## config.mk

```make
export PLATFORM = sky130hd
export DESIGN_NAME = charge_pump_seq
export DESIGN_NICKNAME = d
export VERILOG_FILES = /design/src/rtl/charge_pump_seq.sv
export SDC_FILE = /design/constraint.sdc
export NUM_CORES = 1
export LEC_CHECK = 0
export CAP_MARGIN = 10
export CORE_ASPECT_RATIO = 1.5
export CORE_MARGIN = 2
export CORE_UTILIZATION = 40
export CTS_CLUSTER_DIAMETER = 80
export DETAILED_ROUTE_END_ITERATION = 6
export SETUP_SLACK_MARGIN = 0.02
export SLEW_MARGIN = 20
export SYNTH_ARGS = -nofsm -noshare
export SYNTH_HDL_FRONTEND = slang
export SYNTH_SLANG_ARGS = --single-unit
```

## constraint.sdc

```tcl
create_clock -name clk -period 2.65 [get_ports clk]
set_input_delay 0.53 -clock clk [delete_from_list [all_inputs] [get_ports clk]]
set_output_delay 0.53 -clock clk [all_outputs]
set_load 0.01 [all_outputs]
```

## src/rtl/charge_pump_seq.sv

```systemverilog
// Charge-pump phase sequencer: precharge, then sink/source pulse trains.
// Run-time lengths, mode and pair count are latched on start.
module charge_pump_seq #(
  parameter int CNT_W    = 8,
  parameter int CYC_W    = 8,
  parameter int TEST_DIV = 12
) (
  input  logic             clk,
  input  logic             reset,
  input  logic             start,
  input  logic             abort,
  input  logic [1:0]       mode,
  input  logic [CNT_W-1:0] pre_len,
  input  logic [CNT_W-1:0] snk_len,
  input  logic [CNT_W-1:0] src_len,
  input  logic [CYC_W-1:0] cycles,
  output logic             pre_chrg,
  output logic             snk,
  output logic             src_n,
  output logic             busy,
  output logic             done,
  output logic [CYC_W-1:0] pair_cnt,
  output logic             rst,
  output logic             test
);

  typedef enum logic [2:0] {
    S_IDLE,
    S_PRE,
    S_SNK,
    S_SRC,
    S_GAP,
    S_DONE
  } state_t;

  localparam logic [1:0] M_ALT = 2'd0;
  localparam logic [1:0] M_SNK = 2'd1;
  localparam logic [1:0] M_SRC = 2'd2;

  localparam int TW = (TEST_DIV > 1) ? $clog2(TEST_DIV) : 1;
  localparam logic [TW-1:0] T_LAST = TW'(TEST_DIV - 1);

  state_t state, state_nx;

  logic [CNT_W-1:0] cnt, cnt_nx, len;
  logic [CNT_W-1:0] pre_q, snk_q, src_q;
  logic [CYC_W-1:0] cyc_q, pair_nx, pair_inc;
  logic [1:0]       m_q;
  logic             load, ph_end, fin;

  logic pre_nx, snk_nx, srcn_nx;
  logic busy_nx, done_nx;

  logic [TW-1:0] tcnt;

  // GAP borrows the length of the phase it stands in for
  always_comb begin
    len = '0;
    unique case (state)
      S_PRE:   len = pre_q;
      S_SNK:   len = snk_q;
      S_SRC:   len = src_q;
      S_GAP:   len = (m_q == M_SRC) ? snk_q : src_q;
      default: len = '0;
    endcase
  end

  assign ph_end   = (cnt == len);
  assign pair_inc = pair_cnt + CYC_W'(1);
  assign fin      = (cyc_q != '0) && (pair_inc == cyc_q);

  always_comb begin
    state_nx = state;
    cnt_nx   = cnt + CNT_W'(1);
    pair_nx  = pair_cnt;
    load     = 1'b0;
    if (state == S_IDLE) begin
      if (start && !abort) begin
        load     = 1'b1;
        pair_nx  = '0;
        state_nx = S_PRE;
      end
    end else if (abort || state == S_DONE) begin
      state_nx = S_IDLE;
    end else if (ph_end) begin
      unique case (state)
        S_PRE: begin
          unique case (m_q)
            M_ALT, M_SNK: state_nx = S_SNK;
            M_SRC:        state_nx = S_GAP;
            default:      state_nx = S_DONE;
          endcase
        end
        S_SNK: begin
          state_nx = (m_q == M_ALT) ? S_SRC : S_GAP;
        end
        S_SRC: begin
          pair_nx  = pair_inc;
          state_nx = fin ? S_DONE
                   : (m_q == M_ALT) ? S_SNK : S_GAP;
        end
        S_GAP: begin
          if (m_q == M_SNK) begin
            pair_nx  = pair_inc;
            state_nx = fin ? S_DONE : S_SNK;
          end else begin
            state_nx = S_SRC;
          end
        end
        default: state_nx = S_IDLE;
      endcase
    end
    if (state_nx != state || state == S_IDLE)
      cnt_nx = '0;
  end

  // outputs follow the next state so they are valid in a state's first cycle
  always_comb begin
    pre_nx  = (state_nx == S_PRE);
    snk_nx  = (state_nx == S_SNK) && !cnt_nx[0];
    srcn_nx = !((state_nx == S_SRC) && !cnt_nx[0]);
    busy_nx = (state_nx != S_IDLE);
    done_nx = (state_nx == S_DONE);
  end

  always_ff @(posedge clk) begin
    if (reset) begin
      state    <= S_IDLE;
      cnt      <= '0;
      pair_cnt <= '0;
      m_q      <= '0;
      pre_q    <= '0;
      snk_q    <= '0;
      src_q    <= '0;
      cyc_q    <= '0;
      pre_chrg <= 1'b0;
      snk      <= 1'b0;
      src_n    <= 1'b1;
      busy     <= 1'b0;
      done     <= 1'b0;
    end else begin
      state    <= state_nx;
      cnt      <= cnt_nx;
      pair_cnt <= pair_nx;
      pre_chrg <= pre_nx;
      snk      <= snk_nx;
      src_n    <= srcn_nx;
      busy     <= busy_nx;
      done     <= done_nx;
      if (load) begin
        m_q   <= mode;
        pre_q <= pre_len;
        snk_q <= snk_len;
        src_q <= src_len;
        cyc_q <= cycles;
      end
    end
  end

  always_ff @(posedge clk) begin
    rst <= reset;
    if (reset) begin
      tcnt <= '0;
      test <= 1'b0;
    end else if (tcnt == T_LAST) begin
      tcnt <= '0;
      test <= !test;
    end else begin
      tcnt <= tcnt + TW'(1);
    end
  end

endmodule
```

==> impl_results.html, run 1 <==
<table>
<tr><th>Metric</th><th>Value</th></tr>
<tr><th colspan="2">Run status</th></tr>
<tr><td>Result of the run</td><td>finished with violations</td></tr>
<tr><td>Violations in the final reports</td><td>negative setup slack</td></tr>
<tr><th colspan="2">STA</th></tr>
<tr><td>Pins Over Slew Limit</td><td>0</td></tr>
<tr><td>Final worst slack</td><td>-0.0152 ns</td></tr>
<tr><td>Final number of setup-violating endpoints</td><td>1</td></tr>
<tr><td>Final worst path period need</td><td>~2.7 ns</td></tr>
<tr><td>Pin slew with the least headroom to its limit</td><td>0.675 ns</td></tr>
<tr><td>Final setup skew</td><td>0.00670 ns</td></tr>
<tr><td>Count of final hold-check violations</td><td>0</td></tr>
<tr><td>Max Clk Rate</td><td>375 MHz</td></tr>
<tr><td>Fin Setup TNS</td><td>-0.0152 ns</td></tr>
<tr><td>RSZ-0062 raised after global routing</td><td>true</td></tr>
<tr><td>Normalized max-slew margin</td><td>a little over half</td></tr>
<tr><td>Final clock period utilization by the worst path</td><td>101%</td></tr>
<tr><th colspan="2">Critical path</th></tr>
<tr><td>Required time worst endpoint</td><td>2.91 ns</td></tr>
<tr><td>Data arrival time at the worst-slack endpoint</td><td>about 3 ns</td></tr>
<tr><td>Worst-path maximum fanout</td><td>8</td></tr>
<tr><td>Critical path endpoint category</td><td>flip-flop</td></tr>
<tr><td>Worst setup path class</td><td>flip-flop to flip-flop</td></tr>
<tr><td>Kind of launch point of the worst setup path</td><td>flip-flop</td></tr>
<tr><th colspan="2">Synth</th></tr>
<tr><td>Count of flip-flops with a built-in enable after synthesis</td><td>0</td></tr>
<tr><td>Avg Cell Area, Syn</td><td>8.12 sq um</td></tr>
<tr><td>Dominant register cell in the synthesized netlist</td><td>sky130_fd_sc_hd__dfxtp_1</td></tr>
<tr><td>Post-Synth XOR/XNOR Area</td><td>6.23%</td></tr>
<tr><td>Cell types occupying the most area after synthesis</td><td>sky130_fd_sc_hd__dfxtp_1 38%, sky130_fd_sc_hd__nand2_1 9.3%, sky130_fd_sc_hd__a21oi_1 7.6%</td></tr>
<tr><td>Cell type with the highest aggregate area in the netlist</td><td>sky130_fd_sc_hd__dfxtp_1</td></tr>
<tr><td>Sequential fraction of the synthesis area</td><td>between 30% and 40%</td></tr>
<tr><td>Total of flip-flops plus latches after synthesis</td><td>64</td></tr>
<tr><td>Post-synthesis instance total</td><td>between 400 and 500</td></tr>
<tr><td>Total standard cell area after synthesis</td><td>3350 sq um</td></tr>
<tr><td>Portion of netlist area occupied by mux cells</td><td>4.37%</td></tr>
<tr><td>Cell variety after synth</td><td>60</td></tr>
<tr><td>Synth Area in Compound Gates</td><td>20.4%</td></tr>
<tr><td>Simple-gate share of the synthesized area</td><td>26.1%</td></tr>
<tr><td>Adder-cell area share of the yosys netlist</td><td>1.12%</td></tr>
<tr><td>Fraction of registers with async set or reset after synthesis</td><td>0%</td></tr>
<tr><td>Post-Synthesis Net Count</td><td>454</td></tr>
<tr><td>Dominant combinational cell family by area after synthesis</td><td>simple AND/OR/NAND/NOR gates</td></tr>
<tr><td>Portion of synthesized cell area occupied by the leading cell type</td><td>38.2%</td></tr>
<tr><td>YS warnings</td><td>0</td></tr>
<tr><th colspan="2">Clock network</th></tr>
<tr><td>Total number of clock tree sinks</td><td>64</td></tr>
<tr><td>Number of buffers on the longest clock path</td><td>2</td></tr>
<tr><td>Insertion delay to the later sink of the worst-skew pair</td><td>0.33 ns</td></tr>
<tr><td>Post-CTS setup repair buffer count</td><td>0</td></tr>
<tr><td>Clock-pin slew on the worst setup and hold paths</td><td>0.06 ns</td></tr>
<tr><td>Clock root buffer</td><td>sky130_fd_sc_hd__clkbuf_16</td></tr>
<tr><td>CTS H-tree depth</td><td>3</td></tr>
<tr><td>CTS tree</td><td>yes</td></tr>
<tr><td>Cts bufs inserted</td><td>9</td></tr>
<tr><th colspan="2">Placed design</th></tr>
<tr><td>HPWL after DPL</td><td>6810 um</td></tr>
<tr><td>Final weighted congestion in routability-driven placement</td><td>0.881</td></tr>
<tr><td>Cell Count Post-Placement</td><td>591</td></tr>
<tr><td>Number of I/O port buffers</td><td>52</td></tr>
<tr><th colspan="2">Floorplan</th></tr>
<tr><td>Starting utilization of the core area</td><td>41.6%</td></tr>
<tr><td>Core footprint</td><td>8060 sq um</td></tr>
<tr><td>Chip height</td><td>116 um</td></tr>
<tr><td>Placement Rows</td><td>40</td></tr>
<tr><td>Die outline area</td><td>9140 sq um</td></tr>
<tr><td>Width of the chip</td><td>78.7 um</td></tr>
<tr><td>Count of pins on the block boundary</td><td>53</td></tr>
<tr><th colspan="2">Global routing</th></tr>
<tr><td>Number of global-route vias before repair</td><td>3,283</td></tr>
<tr><td>Pin count of the biggest net entering global routing</td><td>47</td></tr>
<tr><td>Grt total ovfl</td><td>0</td></tr>
<tr><td>Overall Global Routing Usage</td><td>21.3%</td></tr>
<tr><td>Initial antenna violation count</td><td>0</td></tr>
<tr><td>Wire length of the first global-routing pass</td><td>15,100 um</td></tr>
<tr><th colspan="2">Layout</th></tr>
<tr><td>Inserted Diodes</td><td>0</td></tr>
<tr><td>Number of non-filler instances in the completed layout</td><td>608</td></tr>
<tr><td>Number of inserted filler cells in the final layout</td><td>747</td></tr>
<tr><td>Area growth from synthesis to layout</td><td>41.6%</td></tr>
<tr><td>Number of nets in the layout</td><td>about 540</td></tr>
<tr><td>Share of layout cells above drive strength 1</td><td>20.7%</td></tr>
<tr><td>Leading cell type in the layout, fill and taps excluded</td><td>sky130_fd_sc_hd__nand2_1</td></tr>
<tr><td>Commonest cells after routing, fill and taps aside</td><td>82 x sky130_fd_sc_hd__nand2_1, 58 x sky130_fd_sc_hd__dfxtp_1, 52 x sky130_fd_sc_hd__clkdlybuf4s50_1</td></tr>
<tr><th colspan="2">Drt</th></tr>
<tr><td>First-pass DRT Iterations</td><td>4</td></tr>
<tr><td>Post-detailed-route DRC marker count</td><td>0</td></tr>
<tr><td>Detailed Route Iter0 Violations</td><td>171</td></tr>
<tr><td>Wire per inst</td><td>around 15 um</td></tr>
<tr><td>Via count</td><td>3,280</td></tr>
<tr><td>Vias/cell</td><td>5.39</td></tr>
<tr><td>Total routed wirelength</td><td>9270 um</td></tr>
<tr><td>Antenna Nets Post-Route</td><td>0</td></tr>
<tr><th colspan="2">Flow run</th></tr>
<tr><td>MaxCap Viol Count</td><td>0</td></tr>
<tr><th colspan="2">Pwr</th></tr>
<tr><td>Static leakage</td><td>around 0.0018 uW</td></tr>
<tr><td>Max rail drop VDD</td><td>0.000393 V</td></tr>
<tr><td>PwrDens</td><td>approximately 560 nW/um^2</td></tr>
<tr><th colspan="2">Worst hold path</th></tr>
<tr><td>Hold/Removal Path Class</td><td>flip-flop to flip-flop</td></tr>
</table>
-- flip-flops by register name, summed over array words and instances (netlist names) --
register	cells
busy	1
cnt	8
cyc_q	8
done	1
m_q	2
pair_cnt	8
pre_chrg	1
pre_q	8
rst	1
snk	1
snk_q	8
src_n	1
src_q	8
state	3
tcnt	4
test	1
-- metal layers --
metal	wire, um	up-vias	global-route usage (%)	part of all wire (%)
met5	0	-	0	0
met4	267	0	10.1	2.9
met3	282	19	3.94	3.0
met2	5170	67	41.6	56
met1	3550	1546	21.3	38
li1	-	1648	-	-
-- power breakdown --
group / internal [uW] / switching (uW) / leakage, uW
combinational: 125 / 113 / 0.00109
sequential: 995 / 26.5 / 0.000524
clock: 944 / 433 / 0.000170
total: 2060 / 572 / 0.00178
-- synth_stat cells, types with 5 or more instances --
cell type	instances
sky130_fd_sc_hd__mux2i_1	9
sky130_fd_sc_hd__nand2b_1	9
sky130_fd_sc_hd__o31ai_1	5
sky130_fd_sc_hd__nor2_1	28
sky130_fd_sc_hd__and3_1	6
sky130_fd_sc_hd__buf_2	9
sky130_fd_sc_hd__o21ai_0	8
sky130_fd_sc_hd__nor2b_1	8
sky130_fd_sc_hd__o311ai_0	7
sky130_fd_sc_hd__clkbuf_1	15
sky130_fd_sc_hd__nor3_1	6
sky130_fd_sc_hd__nand2_1	83
sky130_fd_sc_hd__nand3_1	10
sky130_fd_sc_hd__xor2_1	11
sky130_fd_sc_hd__a21oi_1	51
sky130_fd_sc_hd__xnor2_1	11
sky130_fd_sc_hd__dfxtp_1	64
-- metrics by stage --
stage,power (uW),hold slack (ns),util (%),instance area (sq um),setup slack (ns)
floorplan,1160,0.433,-,3410,0.0335
global placement,1270,0.448,53.1,4280,-0.0190
detailed placement,1270,0.454,53.1,4280,-0.0441
CTS,2650,0.461,57.9,4670,-0.000479
global route,2730,0.478,58.9,4750,-0.0909
finish,2640,0.455,58.9,4750,-0.0152
-- what timing repair did --
| item | CTS | global route |
|---|---|---|
| gates cloned | 1 | 0 |
| resized for setup | 7 | 22 |
| hold buffers | 0 | 0 |
| pin swaps | 9 | 6 |
| endpoints found under the setup margin | 13 | 23 |
-- critical path, stage by stage, from the launching register on --
cell and delay, ns:
sky130_fd_sc_hd__dfxtp_2 0.34, sky130_fd_sc_hd__or4bb_4 0.60, sky130_fd_sc_hd__a21oi_2 0.17, sky130_fd_sc_hd__o21a_1 0.15, sky130_fd_sc_hd__o22ai_2 0.10, sky130_fd_sc_hd__nor4_4 0.29, sky130_fd_sc_hd__buf_6 0.18, sky130_fd_sc_hd__a31oi_4 0.12
sky130_fd_sc_hd__or4b_4 0.51, sky130_fd_sc_hd__a21oi_2 0.13
-- cell type report --
class / count / area, sq um / area share (%)
multi-input cells: 321 / 2090 / 44.0
flip-flops and latches: 64 / 1290 / 27.2
repair buffers: 99 / 881 / 18.6
clock buffers: 11 / 243 / 5.11
well taps: 105 / 131 / 2.77
clock inverters: 5 / 104 / 2.19
inverters: 3 / 11.3 / 0.237
-- final timing paths --
check	startpoint	to	slack [ns]	cells past startpoint
hold reg to reg	pre_q[0]	pre_q[0]	0.46	2
setup / recovery	state[1]	pair_cnt[1]	-0.02	9
setup reg to reg	state[1]	pair_cnt[1]	-0.02	9
hold / removal	pre_q[0]	pre_q[0]	0.46	2
-- logic make-up after synthesis --
kind of cell	after synthesis
adder cells (fa/ha/maj)	3
buffers and inverters	29
multiplexers	14
flip-flops	64
AO/OA/AOI/OAI	103
XOR/XNOR	23
AND/OR/NAND/NOR	177
Note: power is estimated with default switching activity, not from simulation.
==> run 2, diff against run 1 <==
--- a/config.mk
+++ b/config.mk
@@ -11,6 +11,8 @@
 export CORE_UTILIZATION = 40
 export CTS_CLUSTER_DIAMETER = 80
 export DETAILED_ROUTE_END_ITERATION = 6
+export PLACE_DENSITY_LB_ADDON = 0.15
+export RECOVER_POWER = 100
 export SETUP_SLACK_MARGIN = 0.02
 export SLEW_MARGIN = 20
 export SYNTH_ARGS = -nofsm -noshare
==> impl_results.html, run 2 (synthesis gave the netlist of run 1 again) <==
<table>
<tr><th>Metric</th><th>Value</th></tr>
<tr><th colspan="2">Floorplan</th></tr>
<tr><td>Core footprint</td><td>8060 sq um (unchanged)</td></tr>
<tr><td>Placement Rows</td><td>40 (unchanged)</td></tr>
<tr><td>Width of the chip</td><td>78.7 um (unchanged)</td></tr>
<tr><td>Starting utilization of the core area</td><td>41.6% (unchanged)</td></tr>
<tr><td>Die outline area</td><td>9140 sq um (unchanged)</td></tr>
<tr><td>Count of pins on the block boundary</td><td>53 (unchanged)</td></tr>
<tr><td>Chip height</td><td>116 um (unchanged)</td></tr>
<tr><th colspan="2">Critical path</th></tr>
<tr><td>Startpoint of the worst register-to-register path</td><td>state[2] (was state[1])</td></tr>
<tr><td>Worst-path maximum fanout</td><td>7 (was 8)</td></tr>
<tr><td>Depth of the most critical reg-to-reg path</td><td>9 (unchanged)</td></tr>
<tr><td>Required time worst endpoint</td><td>2.86 ns (was 2.91 ns)</td></tr>
<tr><td>Kind of launch point of the worst setup path</td><td>flip-flop (unchanged)</td></tr>
<tr><td>Worst setup path class</td><td>flip-flop to flip-flop (unchanged)</td></tr>
<tr><td>Chain of cells forming the critical path</td><td>or4bb_4 -&gt; a21oi_2 -&gt; a222oi_1 -&gt; xnor2_1 -&gt; nor4_4 -&gt; buf_6 -&gt; a21o_1 -&gt; and3_1 -&gt; a2111o_1 (was or4bb_4 -&gt; a21oi_2 -&gt; o21a_1 -&gt; o22ai_2 -&gt; nor4_4 -&gt; buf_6 -&gt; a31oi_4 -&gt; or4b_4 -&gt; a21oi_2)</td></tr>
<tr><td>Master of the slowest instance on the critical path</td><td>sky130_fd_sc_hd__or4bb_4 (unchanged)</td></tr>
<tr><td>Maximum cell stage delay along the critical path</td><td>0.60 ns (about the same)</td></tr>
<tr><td>R2R setup slack</td><td>0.005 ns (was -0.02 ns)</td></tr>
<tr><td>Data arrival time at the worst-slack endpoint</td><td>2.86 ns (was 2.92 ns)</td></tr>
<tr><td>Worst reg2reg path endpoint</td><td>src_n (was pair_cnt[1])</td></tr>
<tr><td>Critical path endpoint category</td><td>flip-flop (unchanged)</td></tr>
<tr><th colspan="2">Layout</th></tr>
<tr><td>Number of inserted filler cells in the final layout</td><td>730 (was 747)</td></tr>
<tr><td>Area growth from synthesis to layout</td><td>41.9% (was 41.6%)</td></tr>
<tr><td>Commonest cells after routing, fill and taps aside</td><td>81 x sky130_fd_sc_hd__nand2_1, 56 x sky130_fd_sc_hd__dfxtp_1, 52 x sky130_fd_sc_hd__clkdlybuf4s50_1 (was 82 x sky130_fd_sc_hd__nand2_1, 58 x sky130_fd_sc_hd__dfxtp_1, 52 x sky130_fd_sc_hd__clkdlybuf4s50_1)</td></tr>
<tr><td>Leading cell type in the layout, fill and taps excluded</td><td>sky130_fd_sc_hd__nand2_1 (unchanged)</td></tr>
<tr><td>Share of layout cells above drive strength 1</td><td>21.0% (was 20.7%)</td></tr>
<tr><td>Number of nets in the layout</td><td>537 (was 539)</td></tr>
<tr><td>Design area</td><td>4760 sq um (was 4750 sq um)</td></tr>
<tr><td>Inserted Diodes</td><td>0 (unchanged)</td></tr>
<tr><th colspan="2">Clock network</th></tr>
<tr><td>Clock-pin slew on the worst setup and hold paths</td><td>0.05 ns (was 0.06 ns)</td></tr>
<tr><td>Total number of clock tree sinks</td><td>64 (unchanged)</td></tr>
<tr><td># hold bufs at CTS</td><td>0 (unchanged)</td></tr>
<tr><td>CTS H-tree depth</td><td>3 (unchanged)</td></tr>
<tr><td>Insertion delay to the later sink of the worst-skew pair</td><td>0.33 ns (about the same)</td></tr>
<tr><td>Clock root buffer</td><td>sky130_fd_sc_hd__clkbuf_16 (unchanged)</td></tr>
<tr><td>Number of buffers on the longest clock path</td><td>2 (unchanged)</td></tr>
<tr><td>CTS tree</td><td>yes (unchanged)</td></tr>
<tr><td>Cts bufs inserted</td><td>9 (unchanged)</td></tr>
<tr><th colspan="2">Drt</th></tr>
<tr><td>Via count</td><td>3,247 (was 3,280)</td></tr>
<tr><td>Post-detailed-route DRC marker count</td><td>0 (unchanged)</td></tr>
<tr><td>Wire per inst</td><td>14.9 um (was 15.2 um)</td></tr>
<tr><td>Antenna Nets Post-Route</td><td>0 (unchanged)</td></tr>
<tr><td>First-pass DRT Iterations</td><td>4 (unchanged)</td></tr>
<tr><td>Detailed Route Iter0 Violations</td><td>107 (was 171)</td></tr>
<tr><td>Vias/cell</td><td>5.36 (was 5.39)</td></tr>
<tr><td>Total routed wirelength</td><td>9010 um (was 9270 um)</td></tr>
<tr><th colspan="2">Placed design</th></tr>
<tr><td>Post-place instance area</td><td>4270 sq um (was 4280 sq um)</td></tr>
<tr><td>Worst slack at placement</td><td>-0.0165 ns (was -0.0441 ns)</td></tr>
<tr><td>Number of I/O port buffers</td><td>52 (unchanged)</td></tr>
<tr><td>HPWL after DPL</td><td>6690 um (was 6810 um)</td></tr>
<tr><td>Final weighted congestion in routability-driven placement</td><td>0.933 (was 0.881)</td></tr>
<tr><th colspan="2">Pwr</th></tr>
<tr><td>Switching power summed over all nets</td><td>556 uW (was 572 uW)</td></tr>
<tr><td>Power consumption</td><td>2450 uW (was 2640 uW)</td></tr>
<tr><td>Internal cell power</td><td>1900 uW (was 2060 uW)</td></tr>
<tr><td>Combinational fraction of design power</td><td>9.9% (was 9.0%)</td></tr>
<tr><td>Static leakage</td><td>0.00175 uW (was 0.00178 uW)</td></tr>
<tr><td>PwrDens</td><td>516 nW/um^2 (was 555 nW/um^2)</td></tr>
<tr><td>Sw frac</td><td>22.6% (was 21.7%)</td></tr>
<tr><td>Max rail drop VDD</td><td>0.000420 V (was 0.000393 V)</td></tr>
<tr><td>Flop pwr share</td><td>41.7% (was 38.7%)</td></tr>
<tr><td>Clock share of power</td><td>48.4% (was 52.2%)</td></tr>
<tr><th colspan="2">Global routing</th></tr>
<tr><td>Initial antenna violation count</td><td>0 (unchanged)</td></tr>
<tr><td>Pin count of the biggest net entering global routing</td><td>47 (unchanged)</td></tr>
<tr><td>Grt total ovfl</td><td>0 (unchanged)</td></tr>
<tr><td>Number of global-route vias before repair</td><td>3,127 (was 3,283)</td></tr>
<tr><td>Wire length of the first global-routing pass</td><td>14,500 um (was 15,100 um)</td></tr>
<tr><td>Overall Global Routing Usage</td><td>20.6% (was 21.3%)</td></tr>
<tr><th colspan="2">Worst hold path</th></tr>
<tr><td>End point of the most critical hold path</td><td>snk_q[5] (was pre_q[0])</td></tr>
<tr><td>Hold/Removal Path Class</td><td>flip-flop to flip-flop (unchanged)</td></tr>
<tr><td>Worst hold path stage count</td><td>2 (unchanged)</td></tr>
<tr><td>Startpoint of the most critical hold path</td><td>snk_q[5] (was pre_q[0])</td></tr>
<tr><th colspan="2">STA</th></tr>
<tr><td>Count of final hold-check violations</td><td>0 (unchanged)</td></tr>
<tr><td>Final number of setup-violating endpoints</td><td>0 (was 1)</td></tr>
<tr><td>Normalized max-slew margin</td><td>56.8% (was 54.8%)</td></tr>
<tr><td>Final clock period utilization by the worst path</td><td>99.8% (was 101%)</td></tr>
<tr><td>RSZ-0062 raised after global routing</td><td>true (unchanged)</td></tr>
<tr><td>Final worst path period need</td><td>2.65 ns (was 2.67 ns)</td></tr>
<tr><td>Pin slew with the least headroom to its limit</td><td>0.645 ns (was 0.675 ns)</td></tr>
<tr><td>Final setup skew</td><td>0.00519 ns (was 0.00670 ns)</td></tr>
<tr><td>Max Clk Rate</td><td>378 MHz (was 375 MHz)</td></tr>
<tr><td>Final worst slack</td><td>0.00498 ns (was -0.0152 ns)</td></tr>
<tr><td>Pins Over Slew Limit</td><td>0 (unchanged)</td></tr>
<tr><th colspan="2">Run status</th></tr>
<tr><td>Result of the run</td><td>complete, no violations (was finished with violations)</td></tr>
<tr><th colspan="2">Flow run</th></tr>
<tr><td>MaxCap Viol Count</td><td>0 (unchanged)</td></tr>
</table>
run 2: how the worst max path moves through the flow:
stage / cells after the start / start / to
after global placement: 11 / state[1] / pre_chrg
after detailed placement: 10 / state[1] / src_n
after CTS: 9 / pair_cnt[1] / src_n
final: 9 / state[2] / src_n
after global routing: 9 / m_q[0] / src_n
after floorplan: 8 / m_q[0] / src_n
run 2: metrics by stage:
stage / cells / utilization [%] / setup TNS [ns] / hold WS [ns]
after floorplan: 413 / - / 0 / 0.433
after global placement: 589 / 53.0 / -0.00111 / 0.447
after detailed placement: 589 / 53.0 / -0.0165 / 0.447
after CTS: 606 / 57.4 / 0 / 0.454
after global routing: 606 / 59.0 / -0.381 / 0.475
final: 606 / 59.0 / 0 / 0.452
run 2: worst max-delay path, delay by kind of cell (launching register included):
family                 cells  cell delay [ns]
XOR/XNOR                   1             0.27
flip-flops                 1             0.34
AO/OA/AOI/OAI              4             0.89
buffers and inverters      1             0.14
AND/OR/NAND/NOR            3             0.89
run 2: timing repair:
| action | 4_1_cts | 5_1_grt |
|---|---|---|
| endpoints found under the setup margin | 5 | 22 |
| pin swaps | 9 | 4 |
| gates cloned | 0 | 0 |
| gates resized for setup | 9 | 31 |
| buffers inserted | 1 | 0 |
run 2: layer usage:
metal	up-vias	routed length, um	part of all wire [%]	global-route usage (%)
met4	0	299	3.3	11.3
met3	20	227	2.5	4.25
met1	1548	3550	39	21.1
li1	1630	-	-	-
met5	-	0	0	0
met2	49	4930	55	38.6
run 2: cell type report:
class	instances	area [sq um]	share of cell area, %
clock buffer	13	260	5.47
sequential	64	1290	27.2
timing repair buffer	98	890	18.7
tap	105	131	2.76
multi-input combinational	320	2130	44.8
inverter	3	11.3	0.237
clock inverter	3	40.0	0.842
run 2: power by group through the flow:
| stage | clock [uW] | sequential [uW] | combinational, uW |
|---|---|---|---|
| floorplan | 0 | 1030 | 123 |
| global placement | 0 | 1040 | 224 |
| detailed placement | 0 | 1040 | 228 |
| CTS | 1210 | 1020 | 236 |
| global route | 1250 | 1030 | 268 |
| finish | 1190 | 1020 | 243 |
==> run 3, diff against run 2 <==
--- a/config.mk
+++ b/config.mk
@@ -6,9 +6,11 @@
 export NUM_CORES = 1
 export LEC_CHECK = 0
 export CAP_MARGIN = 10
+export CELL_PAD_IN_SITES_DETAIL_PLACEMENT = 0
+export CELL_PAD_IN_SITES_GLOBAL_PLACEMENT = 1
 export CORE_ASPECT_RATIO = 1.5
 export CORE_MARGIN = 2
-export CORE_UTILIZATION = 40
+export CORE_UTILIZATION = 36
 export CTS_CLUSTER_DIAMETER = 80
 export DETAILED_ROUTE_END_ITERATION = 6
 export PLACE_DENSITY_LB_ADDON = 0.15
==> impl_results.html, run 3 (synthesis gave the netlist of run 1 again) <==
<table>
<tr><th>Metric</th><th>Value</th></tr>
<tr><th colspan="2">Run status</th></tr>
<tr><td>Result of the run</td><td>finished with violations (was complete, no violations)</td></tr>
<tr><td>Violations in the final reports</td><td>negative setup slack</td></tr>
<tr><th colspan="2">Drt</th></tr>
<tr><td>Total routed wirelength</td><td>9550 um (was 9010 um)</td></tr>
<tr><td>Antenna Nets Post-Route</td><td>0 (unchanged)</td></tr>
<tr><td>Detailed Route Iter0 Violations</td><td>131 (was 107)</td></tr>
<tr><td>Wire per inst</td><td>15.3 um (was 14.9 um)</td></tr>
<tr><td>Post-detailed-route DRC marker count</td><td>0 (unchanged)</td></tr>
<tr><td>Via count</td><td>3,289 (was 3,247)</td></tr>
<tr><td>Vias/cell</td><td>5.28 (was 5.36)</td></tr>
<tr><td>First-pass DRT Iterations</td><td>4 (unchanged)</td></tr>
<tr><th colspan="2">Layout</th></tr>
<tr><td>Number of inserted filler cells in the final layout</td><td>900 (was 730)</td></tr>
<tr><td>Inserted Diodes</td><td>0 (unchanged)</td></tr>
<tr><td>Commonest cells after routing, fill and taps aside</td><td>81 x sky130_fd_sc_hd__nand2_1, 56 x sky130_fd_sc_hd__dfxtp_1, 50 x sky130_fd_sc_hd__buf_4 (was 81 x sky130_fd_sc_hd__nand2_1, 56 x sky130_fd_sc_hd__dfxtp_1, 52 x sky130_fd_sc_hd__clkdlybuf4s50_1)</td></tr>
<tr><td>Number of nets in the layout</td><td>550 (was 537)</td></tr>
<tr><td>Area used by multi-input combinational logic</td><td>2140 sq um (was 2130 sq um)</td></tr>
<tr><td>Area growth from synthesis to layout</td><td>43.9% (was 41.9%)</td></tr>
<tr><td>Share of layout cells above drive strength 1</td><td>23.3% (was 21.0%)</td></tr>
<tr><td>Leading cell type in the layout, fill and taps excluded</td><td>sky130_fd_sc_hd__nand2_1 (unchanged)</td></tr>
<tr><td>Storage cell area</td><td>1300 sq um (was 1290 sq um)</td></tr>
<tr><td>Utilization after layout</td><td>52.7% (was 59.0%)</td></tr>
<tr><th colspan="2">Critical path</th></tr>
<tr><td>Required time worst endpoint</td><td>2.91 ns (was 2.86 ns)</td></tr>
<tr><td>Chain of cells forming the critical path</td><td>or4bb_4 -&gt; a21oi_4 -&gt; a222oi_1 -&gt; xnor2_1 -&gt; nor4_4 -&gt; buf_6 -&gt; a31oi_4 -&gt; or4b_4 -&gt; a21oi_2 (was or4bb_4 -&gt; a21oi_2 -&gt; a222oi_1 -&gt; xnor2_1 -&gt; nor4_4 -&gt; buf_6 -&gt; a21o_1 -&gt; and3_1 -&gt; a2111o_1)</td></tr>
<tr><td>Kind of launch point of the worst setup path</td><td>flip-flop (unchanged)</td></tr>
<tr><td>Worst-path maximum fanout</td><td>8 (was 7)</td></tr>
<tr><td>Maximum cell stage delay along the critical path</td><td>0.58 ns (was 0.60 ns)</td></tr>
<tr><td>Data arrival time at the worst-slack endpoint</td><td>2.99 ns (was 2.86 ns)</td></tr>
<tr><td>Critical path endpoint category</td><td>flip-flop (unchanged)</td></tr>
<tr><td>Worst setup path class</td><td>flip-flop to flip-flop (unchanged)</td></tr>
<tr><td>Master of the slowest instance on the critical path</td><td>sky130_fd_sc_hd__or4bb_4 (unchanged)</td></tr>
<tr><th colspan="2">Placed design</th></tr>
<tr><td>Final weighted congestion in routability-driven placement</td><td>0.903 (was 0.933)</td></tr>
<tr><td>Number of I/O port buffers</td><td>52 (unchanged)</td></tr>
<tr><td>Worst slack at placement</td><td>-0.0432 ns (was -0.0165 ns)</td></tr>
<tr><td>HPWL after DPL</td><td>7070 um (was 6690 um)</td></tr>
<tr><th colspan="2">Clock network</th></tr>
<tr><td>Insertion delay to the later sink of the worst-skew pair</td><td>0.33 ns (about the same)</td></tr>
<tr><td>Clock-pin slew on the worst setup and hold paths</td><td>0.05 ns (about the same)</td></tr>
<tr><td>Clock root buffer</td><td>sky130_fd_sc_hd__clkbuf_16 (unchanged)</td></tr>
<tr><td>Cts bufs inserted</td><td>9 (unchanged)</td></tr>
<tr><td>Total number of clock tree sinks</td><td>64 (unchanged)</td></tr>
<tr><td># hold bufs at CTS</td><td>0 (unchanged)</td></tr>
<tr><td>CTS H-tree depth</td><td>3 (unchanged)</td></tr>
<tr><td>Number of buffers on the longest clock path</td><td>2 (unchanged)</td></tr>
<tr><td>CTS tree</td><td>yes (unchanged)</td></tr>
<tr><th colspan="2">Floorplan</th></tr>
<tr><td>Count of pins on the block boundary</td><td>53 (unchanged)</td></tr>
<tr><td>Width of the chip</td><td>82.8 um (was 78.7 um)</td></tr>
<tr><td>Core footprint</td><td>9150 sq um (was 8060 sq um)</td></tr>
<tr><td>Chip height</td><td>122 um (was 116 um)</td></tr>
<tr><td>Starting utilization of the core area</td><td>36.6% (was 41.6%)</td></tr>
<tr><td>Die outline area</td><td>10,100 sq um (was 9140 sq um)</td></tr>
<tr><td>Placement Rows</td><td>43 (was 40)</td></tr>
<tr><th colspan="2">Pwr</th></tr>
<tr><td>Max rail drop VDD</td><td>0.000402 V (was 0.000420 V)</td></tr>
<tr><td>PwrDens</td><td>480 nW/um^2 (was 516 nW/um^2)</td></tr>
<tr><td>Static leakage</td><td>0.00186 uW (was 0.00175 uW)</td></tr>
<tr><th colspan="2">STA</th></tr>
<tr><td>Pin slew with the least headroom to its limit</td><td>0.667 ns (was 0.645 ns)</td></tr>
<tr><td>Pins Over Slew Limit</td><td>0 (unchanged)</td></tr>
<tr><td>RSZ-0062 raised after global routing</td><td>true (unchanged)</td></tr>
<tr><td>Hold slack final</td><td>0.456 ns (was 0.452 ns)</td></tr>
<tr><td>Final clock period utilization by the worst path</td><td>103% (was 99.8%)</td></tr>
<tr><td>Final worst slack</td><td>-0.0862 ns (was 0.00498 ns)</td></tr>
<tr><td>Final number of setup-violating endpoints</td><td>5 (was 0)</td></tr>
<tr><td>Fin Setup TNS</td><td>-0.161 ns (was 0 ns)</td></tr>
<tr><td>Final worst path period need</td><td>2.74 ns (was 2.65 ns)</td></tr>
<tr><td>Max Clk Rate</td><td>365 MHz (was 378 MHz)</td></tr>
<tr><td>Final setup skew</td><td>0.00373 ns (was 0.00519 ns)</td></tr>
<tr><td>Count of final hold-check violations</td><td>0 (unchanged)</td></tr>
<tr><td>Normalized max-slew margin</td><td>55.4% (was 56.8%)</td></tr>
<tr><th colspan="2">Global routing</th></tr>
<tr><td>Overall Global Routing Usage</td><td>20.5% (was 20.6%)</td></tr>
<tr><td>Initial antenna violation count</td><td>0 (unchanged)</td></tr>
<tr><td>Grt total ovfl</td><td>0 (unchanged)</td></tr>
<tr><td>Wire length of the first global-routing pass</td><td>15,400 um (was 14,500 um)</td></tr>
<tr><td>Pin count of the biggest net entering global routing</td><td>47 (unchanged)</td></tr>
<tr><td>Number of global-route vias before repair</td><td>3,256 (was 3,127)</td></tr>
<tr><th colspan="2">Flow run</th></tr>
<tr><td>MaxCap Viol Count</td><td>0 (unchanged)</td></tr>
<tr><th colspan="2">Worst hold path</th></tr>
<tr><td>Hold/Removal Path Class</td><td>flip-flop to flip-flop (unchanged)</td></tr>
</table>
-- run 3: changes by cell type in the layout (fill, tap and decap cells not counted), sizes merged --
cell	delta
clkinv	-1
bufinv	-1
a31oi	+1
dlygate4sd3	+15
clkdlybuf4s50	-15
buf	+9
clkbuf	+2
-- run 3: final timing paths --
check,startpoint,end,slack (ns),cells after the start
worst max-delay path,state[2],pair_cnt[1],-0.09,9
worst min-delay path,snk_q[0],snk_q[0],0.46,2
worst max register to register,state[2],pair_cnt[1],-0.09,9
worst min register to register,snk_q[0],snk_q[0],0.46,2
-- run 3: cell type report --
| type | instances | share of cell area (%) |
|---|---|---|
| Clock buffer | 12 | 5.32 |
| Clock inverter | 1 | 0.104 |
| Inverter | 3 | 0.233 |
| Multi-Input combinational cell | 321 | 44.3 |
| Sequential cell | 64 | 26.9 |
| Tap cell | 112 | 2.91 |
| Timing Repair Buffer | 110 | 20.3 |
-- run 3: per-layer routing --
metal	vias to the layer above	routed length, um	global-route usage (%)
li1	1663	-	-
met1	1535	3720	21.4
met2	66	5150	36.6
met3	25	249	4.30
met4	0	432	12.0
met5	-	0	0
-- run 3: stage by stage --
step / instances / cell area [sq um] / power (uW)
after floorplan: 413 / 3410 / 1160
after global placement: 600 / 4320 / 1270
after detailed placement: 600 / 4320 / 1280
after CTS: 617 / 4730 / 2350
after global routing: 623 / 4820 / 2420
final: 623 / 4820 / 2320
-- run 3: worst max-delay path: cells and delay by family, from the launching register on --
kind	cells	cell delay (ns)
and+or+nand+nor	3	1.39
AOI/OAI and AO/OA	4	0.57
DFF	1	0.35
xor gates and xnor gates	1	0.19
buffers and inverters	1	0.18
-- run 3: repair_timing --
action,4_1_cts,5_1_grt
gates cloned,1,0
hold endpoints to repair,0,0
resized for setup,26,19
endpoints found under the setup margin,13,24
pin swaps,11,13
buffers inserted,3,6
-- run 3: power breakdown --
part	internal (uW)	switching [uW]	leakage [uW]	total [uW]
registers	995	27.1	0.000525	1020
clock network	665	388	0.000130	1050
logic	127	114	0.00120	241
